## src/rtl/traffic_pkg.sv

```systemverilog
// Shared definitions for the traffic phase timer.
//   phase_e : controller phase encoding (also the duration-table address)
//   state_e : timer FSM states
//   DEF_*   : default phase lengths in clock cycles
package traffic_pkg;

    typedef enum logic [1:0] {
        PH_OFF    = 2'b00,
        PH_RED    = 2'b01,
        PH_GREEN  = 2'b10,
        PH_YELLOW = 2'b11
    } phase_e;

    typedef enum logic [1:0] {
        ST_IDLE  = 2'b00,
        ST_COUNT = 2'b01,
        ST_DONE  = 2'b10,
        ST_HOLD  = 2'b11
    } state_e;

    localparam int DEF_RED_DELAY    = 20000000;
    localparam int DEF_GREEN_DELAY  = 30000000;
    localparam int DEF_YELLOW_DELAY = 5000000;
    localparam int DEF_PED_CAP      = 5000000;
    localparam int DEF_CW           = 32;

endpackage

```

## src/rtl/phase_dur_table.sv

```systemverilog
// Three-entry phase duration register file (red, green, yellow).
//   clk, reset : clock, asynchronous active-high reset (restores defaults)
//   we, waddr, wdata : write port; address 00 is not backed by storage
//   raddr, rdata     : combinational read port; address 00 reads 0
// A read and a write of the same entry on one edge returns the old value,
// because rdata comes straight from the registers.
module phase_dur_table
    import traffic_pkg::*;
#(
    parameter int CW           = DEF_CW,
    parameter int RED_DELAY    = DEF_RED_DELAY,
    parameter int GREEN_DELAY  = DEF_GREEN_DELAY,
    parameter int YELLOW_DELAY = DEF_YELLOW_DELAY
) (
    input  logic          clk,
    input  logic          reset,
    input  logic          we,
    input  logic [1:0]    waddr,
    input  logic [CW-1:0] wdata,
    input  logic [1:0]    raddr,
    output logic [CW-1:0] rdata
);

    logic [CW-1:0] red_q, red_d;
    logic [CW-1:0] green_q, green_d;
    logic [CW-1:0] yellow_q, yellow_d;

    always_comb begin
        red_d    = red_q;
        green_d  = green_q;
        yellow_d = yellow_q;
        if (we) begin
            case (waddr)
                PH_RED:    red_d    = wdata;
                PH_GREEN:  green_d  = wdata;
                PH_YELLOW: yellow_d = wdata;
                default:   ;
            endcase
        end
    end

    always_ff @(posedge clk or posedge reset) begin
        if (reset) begin
            red_q    <= CW'(RED_DELAY);
            green_q  <= CW'(GREEN_DELAY);
            yellow_q <= CW'(YELLOW_DELAY);
        end else begin
            red_q    <= red_d;
            green_q  <= green_d;
            yellow_q <= yellow_d;
        end
    end

    always_comb begin
        case (raddr)
            PH_RED:    rdata = red_q;
            PH_GREEN:  rdata = green_q;
            PH_YELLOW: rdata = yellow_q;
            default:   rdata = '0;
        endcase
    end

endmodule

```

## src/rtl/traffic_phase_timer.sv

```systemverilog
// Phase timer for a traffic-light controller. Counts down the duration of
// the current phase and pulses phase_done when it expires.
//   clk, reset   : clock, asynchronous active-high reset
//   phase        : current controller phase (00 off, 01 red, 10 green, 11 yellow)
//   cfg_we/addr/data : duration-table write port
//   ped_req      : pedestrian button (level or pulse)
//   phase_done   : one-cycle pulse, registered
//   remaining    : cycles left in the current phase
//   busy         : counting in progress
//   ped_pending  : latched pedestrian request outstanding
module traffic_phase_timer
    import traffic_pkg::*;
#(
    parameter int RED_DELAY    = DEF_RED_DELAY,
    parameter int GREEN_DELAY  = DEF_GREEN_DELAY,
    parameter int YELLOW_DELAY = DEF_YELLOW_DELAY,
    parameter int PED_CAP      = DEF_PED_CAP,
    parameter int CW           = DEF_CW
) (
    input  logic          clk,
    input  logic          reset,
    input  logic [1:0]    phase,
    input  logic          cfg_we,
    input  logic [1:0]    cfg_addr,
    input  logic [CW-1:0] cfg_data,
    input  logic          ped_req,
    output logic          phase_done,
    output logic [CW-1:0] remaining,
    output logic          busy,
    output logic          ped_pending
);

    localparam logic [CW-1:0] CAP = CW'(PED_CAP);
    localparam logic [CW-1:0] ONE = CW'(1);

    state_e        state_q, state_d;
    logic [1:0]    phase_q, phase_d;
    logic [CW-1:0] rem_q, rem_d;
    logic          done_q, done_d;
    logic          pend_q, pend_d;
    logic [CW-1:0] dur_rd;
    logic          ped_eff;

    phase_dur_table #(
        .CW          (CW),
        .RED_DELAY   (RED_DELAY),
        .GREEN_DELAY (GREEN_DELAY),
        .YELLOW_DELAY(YELLOW_DELAY)
    ) u_dur (
        .clk   (clk),
        .reset (reset),
        .we    (cfg_we),
        .waddr (cfg_addr),
        .wdata (cfg_data),
        .raddr (phase),
        .rdata (dur_rd)
    );

    // A button press on the current edge already counts toward the green
    // cap, so the shortening takes effect on the same edge it is latched.
    assign ped_eff = pend_q | ped_req;

    always_comb begin
        state_d = state_q;
        rem_d   = rem_q;
        phase_d = phase;
        if (phase == PH_OFF) begin
            state_d = ST_IDLE;
            rem_d   = '0;
        end else if (phase != phase_q) begin
            // Zero-length entries still run one cycle so phase_done fires.
            state_d = ST_COUNT;
            rem_d   = (dur_rd == '0) ? ONE : dur_rd;
        end else begin
            case (state_q)
                ST_COUNT: begin
                    if (phase == PH_GREEN && ped_eff && rem_q > CAP) begin
                        rem_d = CAP;
                    end else if (rem_q <= ONE) begin
                        rem_d   = '0;
                        state_d = ST_DONE;
                    end else begin
                        rem_d = rem_q - ONE;
                    end
                end
                ST_DONE: begin
                    state_d = ST_HOLD;
                    rem_d   = '0;
                end
                default: ;
            endcase
        end

        done_d = (state_d == ST_DONE);

        // Clear on the end of a green phase; a press on that same edge wins.
        pend_d = pend_q;
        if (state_d == ST_DONE && state_q != ST_DONE && phase == PH_GREEN)
            pend_d = 1'b0;
        if (ped_req)
            pend_d = 1'b1;
    end

    always_ff @(posedge clk or posedge reset) begin
        if (reset) begin
            state_q <= ST_IDLE;
            phase_q <= PH_OFF;
            rem_q   <= '0;
            done_q  <= 1'b0;
            pend_q  <= 1'b0;
        end else begin
            state_q <= state_d;
            phase_q <= phase_d;
            rem_q   <= rem_d;
            done_q  <= done_d;
            pend_q  <= pend_d;
        end
    end

    assign phase_done  = done_q;
    assign remaining   = rem_q;
    assign busy        = (state_q == ST_COUNT);
    assign ped_pending = pend_q;

endmodule

```

## config.mk

```make
export PLATFORM = sky130hd
export DESIGN_NAME = traffic_phase_timer
export DESIGN_NICKNAME = d
export VERILOG_FILES = /design/src/rtl/traffic_pkg.sv /design/src/rtl/phase_dur_table.sv /design/src/rtl/traffic_phase_timer.sv
export SDC_FILE = /design/constraint.sdc
export NUM_CORES = 1
export LEC_CHECK = 0
export ABC_AREA = 1
export CORE_MARGIN = 2
export CORE_UTILIZATION = 25
export DETAILED_ROUTE_END_ITERATION = 16
export HOLD_SLACK_MARGIN = 0.1
export PLACE_DENSITY = 0.38
export REMOVE_ABC_BUFFERS = 1
export SYNTH_ARGS = -nofsm -noshare
export SYNTH_HDL_FRONTEND = slang
export SYNTH_SLANG_ARGS = --single-unit
```

## constraint.sdc

```tcl
create_clock -name clk -period 6.2 [get_ports clk]
set_input_delay 1.24 -clock clk [delete_from_list [all_inputs] [get_ports clk]]
set_output_delay 1.24 -clock clk [all_outputs]
set_load 0.03 [all_outputs]
```

# == After elaboration in Yosys (flattened, before gate mapping) ==
# Index checks and enable logic that the tools add are counted.
# op_classes
n_eq_ne,11
shifts,0
order_cmp,2
reduce_logical,11
multipliers,0
div,0
mux,14
bitwise_logic,1
add_sub_neg,1
# op_table
cell,count
two-way mux 32 bit,5
one-hot mux 32 bit (3 select lines),1
one-hot mux 32 bit (2 select lines),1
"> comparator 32 x 23 -> 1 bit, second input constant",1
"<= comparator 32 x 1 -> 1 bit, second input constant",1
zero test 32 bit,1
"subtractor 32 x 1 -> 32 bit, second input constant",1
"equality test 2 bit, second input constant",6
two-way mux 2 bit,4
"equality test 2 x 1 -> 1 bit, second input constant",3
AND reduction 2 bit,3
logical AND 1 bit,4
one-hot mux 2 bit (2 select lines),1
nonzero test 4 bit,1
zero test 2 bit,1
two-way mux 1 bit,2
!= test 2 bit,1
"!= test 2 bit, second input constant",1
nonzero test 2 bit,1
OR 1 bit,1
# totals
elab_cells,48
out_inout_bits,35
romBits,0
latch_bits,0
mem_bits_rw,0
mem_count,0
in_bits,40
reg_bits,134

# == Logic depth before layout (Yosys ltp) ==
# depth
word_depth,12
mapped_depth,15

# == Cells and area by module ==
# From an unflattened synthesis, not the netlist that was laid out.
# unflattened
cells_unflattened,1059
area_unflattened_um2,7932.6
# modules_own_cells
module,area_each_um2,seq_area_each_um2,cells_each,n_inst
phase_dur_table,4714.5,2434.8,580,1
traffic_phase_timer,3218.1,950.9,479,1

# == Worst setup path before layout ==
# No wires, ideal clock.
# synth_path
path_kind,in2reg
startpoint,input port phase[0]
endpoint,"register rem_q[10], in the netlist remaining[10]"
setup_time_ps,66
t_arrival_ps,2382
setup_slack_ps,3752
n_path_buf,3
path_stages,10
t_required_ps,6134
path_cell_list,buf_6 -> xnor2_2 -> nand2_2 -> nor2_4 -> inv_2 -> nor3_4 -> buf_4 -> buf_6 -> nand2_1 -> nand2_1
# synth_between
elab_chain_cells,7
# synth_rtl
item,line,rtl
"start, declared",traffic_phase_timer.sv:22,"input logic [1:0] phase,"
"parallel branches: the longest is 7 deep, another holds one-hot mux 32 bit (3 select lines)",--,
"end signal, assigned",traffic_phase_timer.sv:114,rem_q <= rem_d;
"end, declared",traffic_phase_timer.sv:38,"logic [CW-1:0] rem_q, rem_d;"
# Several ways; the timed one is not identified.
# A chain may end at the register's enable or synchronous reset.

# == Worst setup path in the final report ==
# layout_path
startpoint,input port phase[1]
endpoint,"register rem_q[22], in the netlist remaining[22]"
# Same word-level chain as after synthesis.

==> results.cfg <==
[die]
die_y_um = 177.6
die_area_sq_mm = 0.03154
start_util_pct = 25.42
fp-row-count = 63
io_pins = 75
core_region_area_sq_mm = 0.02964
dieWidth_um = 177.6

[final_layout]
nets = 1148
antennaDiodeCount = 0
area_delta_synth_final_pct = 22.97
fin_area_sq_mm = 0.009265
drive_above_1_share_pct = 10.83

[yosys]
ys.flop_type = dfrtp_1
synth_top_area_share_pct = 35.87
syn_area_sq_mm = 0.007535
ys_ff_latch = 134
async_reset_ff_share_pct = 100.0
syn_inst = 1044
syn_area_per_cell_sq_um = 7.217
synth_edf_count = 0
yosysWarnings = 0
synth-seq-area-share_pct = 44.94
synth_top_area_cell = dfrtp_1
ys_top_cells_by_area = dfrtp_1, nand2_1, dfstp_2, o21ai_0, nor2_1
yosysUniqueCellTypes = 37

[placement]
placed_area_sq_mm = 0.008600
gp_congestion = 0.8297
portBuffers = 74
preCtsSetupSlack_ns = 2.207
hpwl_um = 16060

[route]
dr.pass1.iters = 5
route.vias.total = 6489
drc_errors = 0
drt-vias-per-instance = 4.306
dr.first_iter.drc_count = 422
post_drt_wl_per_cell_um = 15.40
wirelength_um = 23200
ant_nets = 0

[clock_network]
cts_buffer_depth = 2
tritoncts = yes
clock_latency_ns = 0.43
cts.sinks = 134
cts_resized = 0
post_cts_buffers = 0
cts.htree.levels = 4
ctsHoldBuffers = 0
cts_root_buffer = clkbuf_16
cts_made_buffers = 17
path_clk_slew_ns = 0.06

[worst_setup_path]
cp.required_ns = 6.51
critical_path_class = primary input to flop
endpoint_kind = flop
cp_max_fo = 32
arrival_ns = 3.87
cp-start-kind = primary input

[job]
maxCapViolCount = 0

[timing]
rsz0062_at_grt = no
finalHoldViolCount = 0
fin_skew_ns = 0.01636
tns_ns = 0
max-slew-margin-rel_pct = 28.88
layout_min_cycle_time_ns = 3.553
setup_violations = 0
fmax_ghz = 0.2815
period_share_pct = 57.31
tightest_slew_ns = 1.066
slew_violations = 0
layout_setup_ws_ns = 2.647

[status]
status = complete, no violations

[worst_hold_path]
hp-class = flop to flop

[grt]
grtUsageTotal_pct = 15.45
grt_start_max_net_pins = 102
antenna_found_initial = 0
overflow = 0
grt_pass1_wl_um = 37260
first_global_vias = 6455

[power_and_ir_drop]
power_density_mw_per_mm2 = 357.6
ir_worst_vdd_mv = 0.1670
leakage_nw = 4.510
finalPower_mw = 3.313
-- synthesized netlist by cell type, types with 2 or more instances --
cell      instances
nand3_2           2
o221ai_1          4
nand2_2           7
xnor2_2           2
a21oi_1           7
inv_2            13
xor2_1           21
nand2_1         374
o21ai_1           6
nand4_1           2
nand3_1          34
ha_1              4
nand3b_1          2
nand2_4           2
inv_4             2
nor2_1          140
buf_6             6
inv_1           100
clkbuf_1         19
dfstp_2          26
o22ai_1           4
o21ai_0         113
buf_2            12
o211ai_1          3
nor2_4            3
nor2_2            9
dfrtp_1         108
o22ai_2          10
-- critical path, cell delays in order --
cell             delay [ns]
clkdlybuf4s50_1        0.82
xnor2_2                0.18
nand2_2                0.28
nor2_4                 0.24
inv_2                  0.06
nor3_4                 0.52
nor2_2                 0.04
buf_4                  0.27
o21ai_1                0.13
nand2_1                0.06
-- final cells by class --
type                    instances  area [sq um]
inverters                     115         441.7
repair buffers                 80         785.8
fillers                      3341         20370
flip-flops and latches        134          3386
well taps                     390         488.0
multi-input cells             756          3498
clock buffers                  21         470.5
clock inverters                11         195.2
-- report_power, final --
part	leakage, nW	switching [mW]	total, mW	internal (mW)
clock network	0.328	0.416	1.16	0.749
registers	1.64	0.148	1.19	1.04
logic	2.54	0.617	0.963	0.346
total	4.51	1.18	3.31	2.13
-- worst paths after layout --
path / end / depth (start not counted) / slack (ns) / start
min in group asynchronous: u_dur.yellow_q[23] / 2 / 1.40 / reset
worst min register to register: u_dur.red_q[5] / 2 / 0.48 / u_dur.red_q[5]
max in group asynchronous: u_dur.red_q[13] / 3 / 3.72 / reset
worst max-delay path: remaining[22] / 10 / 2.65 / phase[1]
worst max register to register: remaining[3] / 11 / 3.78 / remaining[0]
worst min-delay path: u_dur.red_q[5] / 2 / 0.48 / u_dur.red_q[5]
-- routing by layer --
| layer | wire [um] | vias to the layer above | global-route usage, % | share of wire (%) |
|---|---|---|---|---|
| li1 | - | 3368 | - | - |
| met1 | 11590 | 3006 | 21.89 | 50 |
| met2 | 10490 | 100 | 24.21 | 45 |
| met3 | 885 | 15 | 3.149 | 3.8 |
| met4 | 238 | 0 | 3.347 | 1.0 |
| met5 | 0 | - | 0 | 0 |
-- cells by family after synthesis --
kind of cell	count (synthesis)	synth area share (%)
flip-flops	134	44.94
adder cells (fa/ha/maj)	4	0.6643
buffers and inverters	154	8.801
AND/OR/NAND/NOR	580	31.38
XOR/XNOR	24	2.989
AO/OA/AOI/OAI	148	11.23
-- flip-flops by register name, indices dropped and copies added (netlist names) --
| name | cells |
|---|---|
| u_dur.green_q | 32 |
| state_q | 2 |
| u_dur.red_q | 32 |
| ped_pending | 1 |
| phase_done | 1 |
| phase_q | 2 |
| remaining | 32 |
| u_dur.yellow_q | 32 |
-- placed cells by master, fill, tap and decap left out, drive strengths merged --
| cell | Yosys | final |
|---|---|---|
| nand2 | 383 | 383 |
| o211ai | 3 | 3 |
| nand3 | 37 | 37 |
| o21ai | 119 | 119 |
| bufinv | 0 | 5 |
| a211oi | 1 | 1 |
| dfrtp | 108 | 108 |
| a21oi | 7 | 7 |
| clkinv | 0 | 5 |
| nand3b | 2 | 2 |
| xnor2 | 3 | 3 |
| clkdlybuf4s50 | 0 | 74 |
| xor2 | 21 | 21 |
| nand4 | 3 | 3 |
| o22ai | 14 | 14 |
| clkbuf | 19 | 21 |
| nor3 | 3 | 3 |
| buf | 20 | 6 |
| ha | 4 | 4 |
| o221ai | 4 | 4 |
| dfstp | 26 | 26 |
| nor2 | 152 | 152 |
| inv | 115 | 116 |
-- stage by stage --
step / utilization, % / instances / hold slack [ns]
floorplan: - / 1005 / 0.4530
global placement: 29.01 / 1475 / 0.4662
detailed placement: 29.01 / 1475 / 0.4727
CTS: 31.26 / 1507 / 0.4885
global route: 31.26 / 1507 / 0.5013
finish: 31.26 / 1507 / 0.4828
Note: power is estimated with default switching activity, not from simulation.
